File: config.mk
export PLATFORM = sky130hd
export DESIGN_NAME = nor_array_inertial
export DESIGN_NICKNAME = d
export VERILOG_FILES = /design/src/rtl/nor_array_inertial.sv
export SDC_FILE = /design/constraint.sdc
export NUM_CORES = 1
export LEC_CHECK = 0
export CORE_MARGIN = 3
export CORE_UTILIZATION = 25
export CTS_BUF_LIST = sky130_fd_sc_hd__clkbuf_4 sky130_fd_sc_hd__clkbuf_8 sky130_fd_sc_hd__clkbuf_16
export CTS_CLUSTER_SIZE = 10
export DETAILED_ROUTE_END_ITERATION = 16
export PLACE_DENSITY_LB_ADDON = 0.3
export SETUP_SLACK_MARGIN = 0.5
export SLEW_MARGIN = 10
export SYNTH_ARGS = -nofsm -noshare
export SYNTH_HDL_FRONTEND = slang
export SYNTH_SLANG_ARGS = --single-unit
File: constraint.sdc
create_clock -name clk -period 1.87 [get_ports clk]
set_clock_uncertainty 0.2 [all_clocks]
set_input_delay 0.374 -clock clk [delete_from_list [all_inputs] [get_ports clk]]
set_output_delay 0.374 -clock clk [all_outputs]
set_load 0.05 [all_outputs]
File: src/rtl/nor_array_inertial.sv
// CHANNELS independent N-input gates (NOR/NAND/OR/AND) with a clk-tick inertial delay.
// Define GATE_TRANSPORT_DELAY_EN to swap the inertial counter for a pure transport delay line.
module nor_array_inertial #(
    parameter int                  CHANNELS    = 4,
    parameter int                  INPUTS      = 2,
    parameter int                  DELAY_TICKS = 9,
    parameter int                  MODE        = 0,
    parameter logic [CHANNELS-1:0] IC          = '0
) (
    input  logic                         clk,
    input  logic                         rst,
    input  logic                         vcc,
    input  logic                         gnd,
    input  logic [CHANNELS*INPUTS-1:0]   a,
    output logic [CHANNELS-1:0]          y,
    output logic [CHANNELS-1:0]          pend
);

    logic                vrst;
    logic                unused_gnd;
    logic [CHANNELS-1:0] tgt;

    // A dead supply holds the part in reset; ground is only a pin.
    assign vrst       = rst | ~vcc;
    assign unused_gnd = gnd;

    always_comb begin
        // NOTE: every variable written here gets a default first, so no latch can be inferred.
        tgt = '0;
        for (int c = 0; c < CHANNELS; c++) begin
            case (MODE)
                0:       tgt[c] = ~(|a[c*INPUTS +: INPUTS]);
                1:       tgt[c] = ~(&a[c*INPUTS +: INPUTS]);
                2:       tgt[c] = |a[c*INPUTS +: INPUTS];
                default: tgt[c] = &a[c*INPUTS +: INPUTS];
            endcase
        end
    end

`ifdef GATE_TRANSPORT_DELAY_EN

    logic [DELAY_TICKS-1:0] sr_q [CHANNELS];

    always_ff @(posedge clk) begin
        for (int c = 0; c < CHANNELS; c++) begin
            if (vrst) begin
                sr_q[c] <= {DELAY_TICKS{IC[c]}};
            end else begin
                // NOTE: sequential state uses non-blocking assignments so every stage shifts on the same edge.
                sr_q[c] <= (sr_q[c] << 1) | DELAY_TICKS'(tgt[c]);
            end
        end
    end

    // The oldest stage is the output; anything younger that disagrees is still in flight.
    always_comb begin
        y    = '0;
        pend = '0;
        for (int c = 0; c < CHANNELS; c++) begin
            y[c]    = sr_q[c][DELAY_TICKS-1];
            pend[c] = (sr_q[c] != {DELAY_TICKS{sr_q[c][DELAY_TICKS-1]}});
        end
    end

`else

    localparam int CW = (DELAY_TICKS > 1) ? $clog2(DELAY_TICKS) : 1;

    logic [CHANNELS-1:0] y_q, y_d;
    logic [CW-1:0]       cnt_q [CHANNELS];
    logic [CW-1:0]       cnt_d [CHANNELS];

    // The count only survives while the target keeps disagreeing with the output.
    always_comb begin
        y_d = y_q;
        for (int c = 0; c < CHANNELS; c++) begin
            cnt_d[c] = '0;
            if (tgt[c] != y_q[c]) begin
                if (cnt_q[c] == CW'(DELAY_TICKS - 1)) begin
                    y_d[c] = tgt[c];
                end else begin
                    cnt_d[c] = cnt_q[c] + 1'b1;
                end
            end
        end
    end

    always_ff @(posedge clk) begin
        if (vrst) begin
            y_q <= IC;
            // NOTE: the per-gate counters are real state and must be cleared, or a stale count survives reset.
            for (int c = 0; c < CHANNELS; c++) begin
                cnt_q[c] <= '0;
            end
        end else begin
            y_q   <= y_d;
            cnt_q <= cnt_d;
        end
    end

    assign y    = y_q;
    assign pend = tgt ^ y_q;

`endif

endmodule
==> metrics.md <==
| Metric | Value |
|---|---|
| Min Tclk post-route | `around 1.7 ns` |
| Total nets after synthesis | `approximately 120` |
| Bufs on Longest Clock Path | `2` |
| Leading cell type in the layout, fill and taps excluded | `buf_4` |
| Fin. Hold Viols | `0` |
| Number of global-route vias before repair | `roughly 840` |
| CP peak stage delay | `about 0.37 ns` |
| # Max-Cap Violations | `0` |
| Slew Limit Headroom | `between 80% and 90%` |
| Post-synthesis adder-cell area fraction | `a little over a tenth` |
| Share of cells above drive strength 1 | `between 60% and 70%` |
| Series of cell instances along the critical path | `o21a_1 -> or2_4 -> buf_8` |
| Clock tree from TritonCTS | `yes` |
| Net switching share of the total power | `around a quarter` |
| Synthesized-area fraction occupied by xor and xnor cells | `7.349%` |
| Mux contribution to synthesized area | `0%` |
| Clk Latency, worst-skew pair | `about 0.26 ns` |
| Overflow left after global routing | `0` |
| Areal power density over the cells | `490.9 nW/µm²` |
| Final HPWL from detailed placement | `between 1 and 1.5 mm` |
| Layout net count | `around 170` |
| Post-synth cell types | `17` |
| Die X | `about 68 µm` |
| Total leakage power | `around 0.64 nW` |
| Combinational family with the most area after synthesis | `simple AND/OR/NAND/NOR gates` |
| Clock power frac | `between 30% and 40%` |
| Top cell type by total area after synthesis | `dfxtp_1` |
| 1st-pass router iterations | `3` |
| Synth Warn # | `0` |
| Finished Layout Cells | `just under 200` |
| Area share of the largest cell type after synthesis | `roughly two fifths` |
| WP data required | `roughly 1.3 ns` |
| Endpoint type of the worst setup path | `output port` |
| Smallest hold slack | `between 0.2 and 0.25 ns` |
| Final routed wire length divided by cell count | `~11 µm` |
| Starting DRT DRC Count | `9` |
| Initial cell density of the core | `a little over a quarter` |
| First-pass GRT wire length | `between 3 and 4 mm` |
| Number of instances in the synthesized netlist | `around 100` |
| Sinks on Clock Net | `20` |
| TNS Setup | `0 ns` |
| Ranking of synthesized cells by area | `dfxtp_1, ha_1, nand3b_4` |
| Global router's overall resource usage | `about 9.9%` |
| P_sw | `0.1972 mW` |
| Peak VDD IR | `0.4019 mV` |
| Internal power of the cells | `between 0.6 and 0.7 mW` |
| DP Cell Count | `roughly 180` |
| Sequential share of the synthesized area | `approximately two fifths` |
| Total Die Area | `~4600 µm²` |
| Floorplan die height | `just under 70 µm` |
| Inserted Clock Buffers | `3` |
| Commonest non-fill, non-tap cells in the layout | `buf_4, nor2_1, buf_6` |
| Antenna violation net count after detailed routing | `0` |
| Post-synthesis instance area | `~950 µm²` |
| Post-synthesis sequential element count | `20` |
| Largest fanout on the critical path | `4` |
| Layout Area Growth over Synthesis | `74.15%` |
| Last weighted congestion value of the routability-driven placer | `0.7104` |
| Number of core rows | `21` |
| Core Area | `around 3500 µm²` |
| Total power draw | `~0.82 mW` |
| Fmax | `0.5891 GHz` |
| Fin crit share | `90.77%` |
| Critical Path Start Type | `flop` |
| Detailed-route wire length | `2.127 mm` |
| Post-synthesis compound-gate area fraction | `between 8 and 9%` |
| DR vias | `roughly 850` |
| Slew at the pin closest to its max-slew limit | `0.2943 ns` |
| Arrival time reported for the critical path endpoint | `around 1.1 ns` |
| Initial antenna violation count | `0` |
| Largest net degree at the start of global routing | `12` |
| Final-report setup violation count | `0` |
| Max Slew Vio Count | `0` |
| Basic-gate share of the synthesized area counting and, or, nand and nor cells | `between 20 and 30%` |
| Clock slew at reported path FFs | `about 0.080 ns` |
| Comb pwr share | `12.5%` |
| Port Buffer Count | `18` |
| # IOs | `20` |
| Share of total power in sequential cells | `a little over half` |
| RSZ-0062 raised after global routing | `true` |
| CTS H-tree depth | `1` |
| Status | `finished clean` |
| Post-cts hold buffer count | `0` |
| Number of antenna repair diodes | `0` |
| Cell with the largest stage delay on the worst path | `dfxtp_4` |
| Avg Inst Size Synth | `roughly 9.3 µm²` |
| Startpoint-to-endpoint class of the critical path | `reg -> out` |
| Via density | `4.266` |
| DRC viols | `0` |
| Hold Crit Class | `in -> reg` |
| Root buf cell | `clkbuf_8` |
-- state kept, by name (all words and copies together), names as in the netlist --
signal  count
y           4
cnt_q      16
-- Yosys cell counts --
cell type and number:
o211ai_1 4, xor2_1 4, inv_1 12, a21oi_1 4
dfxtp_1 20, nand3b_4 4, ha_1 8, or2_2 4
xnor2_1 4, nand2_1 4, nor2b_1 1, o21a_1 4
or3_1 4, nor3_1 4, nand3_1 4, nor2_1 16
nand2b_1 1
-- layer usage --
metal	GRT usage, %	part of all wire (%)	vias up
met5	0	0	-
met4	2.278	0.61	0
met3	3.661	6.2	2
met2	17.01	50	15
met1	11.57	43	396
li1	-	-	436
-- metrics by stage --
| step | setup WS, ns | cell area (µm²) | util [%] |
|---|---|---|---|
| after floorplan | 0.4501 | 998.5 | - |
| final | 0.1726 | 1660 | 47.51 |
| after global routing | 0.1273 | 1660 | 47.51 |
| after detailed placement | -0.1503 | 1291 | 36.95 |
| after CTS | 0.1598 | 1490 | 42.64 |
| after global placement | -0.1438 | 1291 | 36.95 |
-- area by class of cell --
cell class / count / area [µm²]
well taps: 46 / 57.56
repair buffers: 47 / 432.9
inverters: 12 / 45.04
flip-flops and latches: 20 / 425.4
clock buffers: 3 / 41.29
clock inverters: 1 / 3.754
fillers: 327 / 1834
multi-input cells: 70 / 654.4
-- power groups by stage --
| stage | Clock (mW) | Combinational (mW) | Sequential, mW |
|---|---|---|---|
| floorplan | 0 | 0.0404 | 0.434 |
| global placement | 0 | 0.0871 | 0.435 |
| detailed placement | 0 | 0.0882 | 0.435 |
| CTS | 0.305 | 0.0913 | 0.425 |
| global route | 0.317 | 0.110 | 0.426 |
| finish | 0.288 | 0.102 | 0.426 |
-- kinds of logic (layout without fill, tap and decap cells) --
logic type,count (synthesis),count (layout)
buf+inv,12,63
fa+ha+maj,8,8
compound gates,12,12
flops,20,20
xor+xnor,8,8
simple gates,42,42
-- worst max-delay path: cells and delay by family, from the launching register on --
kind | cells | cell delay [ns]
flops | 1 | 0.37
simple gates | 1 | 0.23
compound gates | 1 | 0.11
buf+inv | 1 | 0.15
-- what timing repair did --
item,in CTS,in global routing
gates resized for setup,65,35
gates cloned,0,0
endpoints found under the setup margin,28,28
pin swaps,14,17
setup buffers,12,7
-- final timing paths --
check	from	endpoint	slack, ns	cells past startpoint
setup / recovery	y[3]	pend[3]	0.17	3
setup reg to reg	y[2]	cnt_q[4]	0.37	7
hold reg to reg	cnt_q[8]	cnt_q[8]	0.24	1
hold / removal	a[2]	y[1]	0.23	3
Power figures use the tool's default switching activity.
